$ cat config.mk
export PLATFORM = sky130hd
export DESIGN_NAME = dmul_rot_lanes
export DESIGN_NICKNAME = d
export VERILOG_FILES = /design/src/rtl/dmul_rot_lanes.sv
export SDC_FILE = /design/constraint.sdc
export NUM_CORES = 1
export LEC_CHECK = 0
export ABC_AREA = 1
export BUFFER_PORTS_ARGS = -buffer_cell sky130_fd_sc_hd__buf_2
export CAP_MARGIN = 20
export CORE_UTILIZATION = 64
export CTS_BUF_LIST = sky130_fd_sc_hd__clkbuf_4
export CTS_CLUSTER_DIAMETER = 30
export CTS_CLUSTER_SIZE = 25
export DETAILED_ROUTE_END_ITERATION = 8
export PLACE_DENSITY = 0.88
export SYNTH_ARGS = -nofsm -noshare
export SYNTH_HDL_FRONTEND = slang
export SYNTH_SLANG_ARGS = --single-unit
export TNS_END_PERCENT = 1
$ cat constraint.sdc
create_clock -name clk -period 9.5 [get_ports clk]
set_input_delay 0.475 -clock clk [delete_from_list [all_inputs] [get_ports clk]]
set_output_delay 0.475 -clock clk [all_outputs]
set_load 0.02 [all_outputs]
$ cat src/rtl/dmul_rot_lanes.sv
// dmul_rot_lanes: multi-lane deterministic stochastic multiplier.
// Two shared W-bit counters rotate against each other so that every
// (cntA, cntB) pair appears exactly once in N^2 cycles. Each lane compares
// its captured operands against the counters and counts coincidences,
// giving an exact product count at the end of the run.
//
// Optional feature: define DMUL_ROT_BIPOLAR_EN to honour `mode` and build
// the XNOR (bipolar) path. Without it every lane is unipolar (AND) and the
// mode input is not used.
//
// Handshake: `start` is accepted on a rising edge whenever the block is
// not in RUN (i.e. in IDLE or in the one-cycle DONE state). `busy` is high
// for the whole run, `done` pulses for one cycle when `oC` is final, and
// `oC` then holds until the next accepted start clears it.
module dmul_rot_lanes #(
    parameter int WIDTH = 8,
    parameter int LANES = 4
) (
    input  logic                           clk,
    input  logic                           rst,
    input  logic                           start,
    input  logic                           mode,
    input  logic [LANES*WIDTH-1:0]         iA,
    input  logic [LANES*WIDTH-1:0]         iB,
    output logic                           busy,
    output logic                           done,
    output logic [LANES*(2*WIDTH+1)-1:0]   oC
);

    localparam int CW = 2 * WIDTH + 1;

    typedef enum logic [1:0] {
        IDLE = 2'd0,
        RUN  = 2'd1,
        DONE = 2'd2
    } stateT;

    stateT              state;
    logic [WIDTH-1:0]   cntA;
    logic [WIDTH-1:0]   cntB;
    logic [2*WIDTH-1:0] cycCnt;

    logic [WIDTH-1:0]   aBuf [LANES];
    logic [WIDTH-1:0]   bBuf [LANES];
    logic [CW-1:0]      acc  [LANES];
    logic               hit  [LANES];

    logic               accept;

`ifdef DMUL_ROT_BIPOLAR_EN
    logic               modeBuf;
`else
    logic               unusedMode;
    assign unusedMode = mode;
`endif

    // A new run may begin from IDLE or directly from the DONE cycle.
    assign accept = start && (state != RUN);

    // Control FSM, rotation counters and registered busy/done.
    always_ff @(posedge clk or posedge rst) begin
        if (rst) begin
            state  <= IDLE;
            busy   <= 1'b0;
            done   <= 1'b0;
            cntA   <= '0;
            cntB   <= '0;
            cycCnt <= '0;
        end else begin
            case (state)
                IDLE: begin
                    done <= 1'b0;
                    if (start) begin
                        state  <= RUN;
                        busy   <= 1'b1;
                        cntA   <= '0;
                        cntB   <= '0;
                        cycCnt <= '0;
                    end
                end
                RUN: begin
                    cntA   <= cntA + 1'b1;
                    // B holds once per A period so its phase slips by one.
                    if (cntA != {WIDTH{1'b1}}) begin
                        cntB <= cntB + 1'b1;
                    end
                    cycCnt <= cycCnt + 1'b1;
                    // Last of the N^2 accumulation cycles.
                    if (cycCnt == {(2*WIDTH){1'b1}}) begin
                        state <= DONE;
                        busy  <= 1'b0;
                        done  <= 1'b1;
                    end
                end
                DONE: begin
                    done <= 1'b0;
                    if (start) begin
                        state  <= RUN;
                        busy   <= 1'b1;
                        cntA   <= '0;
                        cntB   <= '0;
                        cycCnt <= '0;
                    end else begin
                        state <= IDLE;
                    end
                end
                default: begin
                    state <= IDLE;
                    busy  <= 1'b0;
                    done  <= 1'b0;
                end
            endcase
        end
    end

    // Per-lane stream bits and the coincidence function for this cycle.
    always_comb begin
        for (int i = 0; i < LANES; i++) begin
            hit[i] = 1'b0;
        end
        for (int i = 0; i < LANES; i++) begin
`ifdef DMUL_ROT_BIPOLAR_EN
            if (modeBuf) begin
                hit[i] = ~((aBuf[i] > cntA) ^ (bBuf[i] > cntB));
            end else begin
                hit[i] = (aBuf[i] > cntA) & (bBuf[i] > cntB);
            end
`else
            hit[i] = (aBuf[i] > cntA) & (bBuf[i] > cntB);
`endif
        end
    end

`ifdef DMUL_ROT_BIPOLAR_EN
    // Mode is latched with the operands so mid-run changes are ignored.
    always_ff @(posedge clk or posedge rst) begin
        if (rst) begin
            modeBuf <= 1'b0;
        end else if (accept) begin
            modeBuf <= mode;
        end
    end
`endif

    // Operand capture on accepted start and accumulation during RUN.
    always_ff @(posedge clk or posedge rst) begin
        if (rst) begin
            for (int i = 0; i < LANES; i++) begin
                aBuf[i] <= '0;
                bBuf[i] <= '0;
                acc[i]  <= '0;
            end
        end else if (accept) begin
            for (int i = 0; i < LANES; i++) begin
                aBuf[i] <= iA[i*WIDTH +: WIDTH];
                bBuf[i] <= iB[i*WIDTH +: WIDTH];
                acc[i]  <= '0;
            end
        end else if (state == RUN) begin
            for (int i = 0; i < LANES; i++) begin
                acc[i] <= acc[i] + {{(CW-1){1'b0}}, hit[i]};
            end
        end
    end

    // Pack the lane accumulators onto the result bus.
    always_comb begin
        oC = '0;
        for (int i = 0; i < LANES; i++) begin
            oC[i*CW +: CW] = acc[i];
        end
    end

endmodule

Yosys cells after proc, flatten, opt, wreduce, memory -nomap -nowiden
Cells that the tools add are included.
- flip-flop bits (word level): 168
- word-level logic and storage cells: 72
- bits of input ports: 68
- output and inout port bits: 70
- reductions and logical operators: 9
- equality and inequality tests: 9
- $add $sub $neg: 7
- muxes and demuxes: 17
- magnitude comparators: 8
- bitwise logic cells: 4
- operators with widths (operator ; count):
    2-to-1 mux 68 bit ; 2
    adder 17 x 1 -> 17 bit ; 4
    greater-than comparator 8 bit ; 8
    one-hot mux 16 bit (2 select lines) ; 1
    one-hot mux 8 bit (2 select lines) ; 2
    adder 16 x 1 -> 16 bit, second input constant ; 1
    adder 8 x 1 -> 8 bit, second input constant ; 2
    == test 16 bit, second input constant ; 1
    2-to-1 mux 16 bit ; 1
    2-to-1 mux 8 bit ; 2
    != test 8 bit, second input constant ; 1
    != test 2 bit, second input constant ; 3
    one-hot mux 2 bit (3 select lines) ; 1
    AND reduction 2 bit ; 3
    2-to-1 mux 1 bit ; 5
    AND 1 bit ; 4
    2-to-1 mux 2 bit ; 2
    != test 2 x 1 -> 1 bit, second input constant ; 2
    nonzero test 2 bit ; 2
    AND reduction 3 bit ; 1
    == test 2 x 1 -> 1 bit, second input constant ; 1
    == test 2 bit, second input constant ; 1
    logical NOT 2 bit ; 1
    one-hot mux 1 bit (2 select lines) ; 1
    2 further kinds ; 2

Longest topological paths before layout
- depth after elaboration: 5
- mapped depth: 19

Least setup slack after synthesis
OpenSTA, ideal clock, no wires.
- path kind: reg2reg
- start: register cntA[3]
- end: register acc (netlist bit oC[33])
- required time: 9.377 ns
- arrival: 2.171 ns
- stages on the path, launching flop included: 19
- buffers on the path: 0
- slack: 7.206 ns
- setup time: 0.123 ns
- path through: dfrtp_1 > inv_1 > ha_1 > nand2_1 > inv_1 > nand4_1 > nand2_1 > inv_1 > nand2_1 > nor2_1 > ha_1 > ha_1 > inv_1 > nor2_1 > nand2_1 > nor2_1 > nand2_1 > o21ai_0 > nand2_1
- longest elaborated chain between the ends: 5
- RTL lines (element ; RTL line ; RTL):
    start: declaration ; 39 ; logic [WIDTH-1:0] cntA;
    start signal: assignment ; 82 ; cntA <= cntA + 1'b1;
    greater-than comparator 8 bit ; 129 ; hit[i] = (aBuf[i] > cntA) & (bBuf[i] > cntB);
    AND 1 bit ; 129 ;
    adder 17 x 1 -> 17 bit ; 161 ; acc[i] <= acc[i] + {{(CW-1){1'b0}}, hit[i]};
    2-to-1 mux 68 bit ; 159 ; end else if (state == RUN) begin
    2-to-1 mux 68 bit ; 153 ; end else if (accept) begin
    end signal: indexed assignment ; 161 ;
    end: declaration ; 45 ; logic [CW-1:0] acc [LANES];
No other way between the ends. The select of a mux whose other input is x is not followed.
A chain may end at the register's enable or synchronous reset.

Final worst setup path
Same ends and word-level chain as after synthesis.

==> flow_metrics.env <==
export IMPL_synth_edf_count=0
export IMPL_final_layout_size_suffix_gt1_frac=0.1418
export IMPL_hp_class="input pin to async pin"
export IMPL_netlist_area_leader_share=0.4465
export IMPL_ant_nets=0
export IMPL_first_global_vias=7653
export IMPL_crit_chain="inv_1, ha_1, nand2_1, inv_1, nand4_1, nand2_1, inv_1, nand2_1, nor2_1, ha_1, ha_1, inv_1, nor2_1, nand2_1, nor2_1, nand2_1, o21ai_0, nand2_1"
export IMPL_cts_resized=0
export IMPL_drt_vias_per_instance=5.514
export IMPL_h_tree_depth=4
export IMPL_use_met3=0.06089
export IMPL_synth_area_top_cells="dfrtp_1, nand2_1, ha_1, inv_1, nand3_1"
export IMPL_max_clock_freq_mhz=332.4
export IMPL_fin_crit_sh=0.3167
export IMPL_io_pins=138
export IMPL_synth_top_cell_by_area="dfrtp_1"
export IMPL_grt_usage=0.2956
export IMPL_setup_violations_final=0
export IMPL_cp_top_family="simple AND/OR/NAND/NOR gates"
export IMPL_clk_latency_ns=0.58
export IMPL_cts_made_buffers=17
export IMPL_grt_max_degree=88
export IMPL_rsz0062_at_grt="no"
export IMPL_async_flop_share=1.000
export IMPL_final_area_mm2=0.01049
export IMPL_use_met1=0.3846
export IMPL_fin_skew_ns=0.02443
export IMPL_dr_pass1_iters=5
export IMPL_areaGrowthSynthToFinish_pct=11.41
export IMPL_p_leak_nw=5.805
export IMPL_avgRoutedWirePerCell_um=14.00
export IMPL_core_mm2=0.01410
export IMPL_syn_inst=1220
export IMPL_num_vias=8502
export IMPL_dp_hpwl_um=15300
export IMPL_required_ns=9.96
export IMPL_nNetsFinal=1495
export IMPL_max_stage_delay_ns=0.47
export IMPL_ys_ff_latch=168
export IMPL_drt_iter0_drc=899
export IMPL_outcome="complete, no violations"
export IMPL_ys_types=36
export IMPL_maxCapViolations=0
export IMPL_die_y_um=123.3
export IMPL_cpMostUsedCell="nand2_1"
export IMPL_std_cell_rows=43
export IMPL_fin_crit_ns=3.008
export IMPL_clk_pin_slew_ns=0.13
export IMPL_crit_path_end_kind="flop"
export IMPL_cts_buffer_depth=2
export IMPL_startpoint_type="flop"
export IMPL_root_buffer="clkbuf_4"
export IMPL_cts_tree="yes"
export IMPL_post_cts_buffers=0
export IMPL_hold_viol_final=0
export IMPL_antenna_found_initial=1
export IMPL_grt_overflow=0
export IMPL_slowest_stage="dfrtp_1"
export IMPL_grt_busiest_layer="met2"
export IMPL_cp_arrival_ns=3.47
export IMPL_grt_pass1_wl_um=34890
export IMPL_ctsHoldBuffers=0
export IMPL_holdWs_ns=0.02400
export IMPL_synth_ff_type="dfrtp_1"
export IMPL_use_met2=0.4881
export IMPL_path_buf_inv=4
export IMPL_die_area_mm2=0.01520
export IMPL_final_setup_tns_ns=0
export IMPL_drc_errors=0
export IMPL_synth_nets=1366
export IMPL_slew_viol_final=0
export IMPL_ir_worst_vdd_mv=0.1490
export IMPL_critical_path_class="flop to flop"
export IMPL_cts_sinks=168
export IMPL_maxSlewHeadroom=0.4217
export IMPL_power_density_mw_per_mm2=142.7
export IMPL_synthesis_area_mm2=0.009417
export IMPL_synth_warnings=0
export IMPL_crit_fanout=6
export IMPL_die_x_um=123.3
export IMPL_gp_congestion=0.8786
export IMPL_worst_pin_slew_ns=0.8674
export IMPL_drt_total_wl_um=21580
export IMPL_place_port_buffers=136
export IMPL_start_util=0.6680
export IMPL_seq_area_frac_synth=0.4465
export IMPL_place_area_mm2=0.01018
export IMPL_syn_area_per_cell_um2=7.718
-- Yosys cell counts (all sizes together) (2+ instances only) --
library cell	instances
nand2	415
dfrtp	168
inv	142
nor2	113
nand3	83
ha	78
o21ai	74
a21oi	57
buf	25
nand4	25
nor3	16
clkbuf	5
o21a	4
o22ai	3
or2	2
xnor2	2
xor2	2
-- worst register-to-register path: cells and delay by family (launching register included) --
family,cells,cell delay (ns)
fa+ha+maj,3,0.77
buf+inv,4,0.30
flops,1,0.47
compound gates,1,0.17
simple gates,10,1.21
-- cell usage in the layout, fill, tap and decap left out, types with 3 or more instances in the layout --
cell type  count
nand2_1      411
dfrtp_1      168
inv_1        138
buf_2        136
nor2_1       103
nand3_1       82
ha_1          78
o21ai_0       74
a21oi_1       57
nand4_1       25
clkbuf_4      20
nor3_1        14
nor2_2         6
clkinv_2       6
o21a_1         4
nor2_4         3
o22ai_1        3
bufinv_16      3
buf_4          3
-- state kept, by name, summed over array words and instances, names as in the netlist --
name and flops:
cycCnt 16, cntB 8, aBuf 32, state 2
bBuf 32, busy 1, done 1, cntA 8
oC 68
-- cell type report --
cell class	count	area (um^2)
multi-input cells	880	4507
flip-flops and latches	168	4204
fillers	1105	3605
repair buffers	140	730.7
inverters	142	540.5
well taps	180	225.2
clock buffers	20	150.1
clock inverters	11	131.4
diodes	1	2.502
-- metal layers --
| metal | share of wire | wire length (um) | up-vias |
|---|---|---|---|
| met5 | 0 | 0 | - |
| li1 | - | - | 4184 |
| met2 | 0.47 | 10240 | 356 |
| met3 | 0.064 | 1380 | 47 |
| met4 | 0.025 | 532 | 0 |
| met1 | 0.44 | 9427 | 3915 |
-- where the power goes --
part	switching (mW)	total, mW	internal [mW]
Sequential	0.0470	0.809	0.762
Combinational	0.165	0.258	0.0936
Clock	0.243	0.429	0.186
-- metrics by stage --
step	util	cells	power [mW]	setup WS (ns)
final	0.7443	1542	1.497	6.492
after detailed placement	0.7222	1509	1.081	6.538
after CTS	0.7421	1540	1.501	6.532
after floorplan	-	1220	0.9853	4.478
after global routing	0.7443	1542	1.571	6.190
after global placement	0.7222	1509	1.067	6.606
-- path summary, 6_finish.rpt --
kind / startpoint / endpoint / slack [ns] / cells after the start
max: cntA[3] / oC[33] / 6.49 / 18
min: rst / oC[26] / 0.02 / 2
max reg2reg: cntA[3] / oC[33] / 6.49 / 18
min reg2reg: bBuf[18] / bBuf[18] / 0.49 / 2
max in group asynchronous: rst / aBuf[4] / 8.38 / 4
min in group clk: iB[26] / bBuf[2] / 0.09 / 3
-- logic make-up (layout without fill, tap and decap cells) --
family / count (synthesis) / in the layout / share of synthesized area
multiplexers: 1 / 1 / 0.001196
XOR/XNOR: 4 / 4 / 0.003721
other: 0 / 1 / 0
adder cells (fa/ha/maj): 78 / 78 / 0.1036
buffers and inverters: 172 / 313 / 0.07494
AO/OA/AOI/OAI: 142 / 142 / 0.07813
flip-flops: 168 / 168 / 0.4465
AND/OR/NAND/NOR: 655 / 655 / 0.2919
Power figures use the tool's default switching activity.
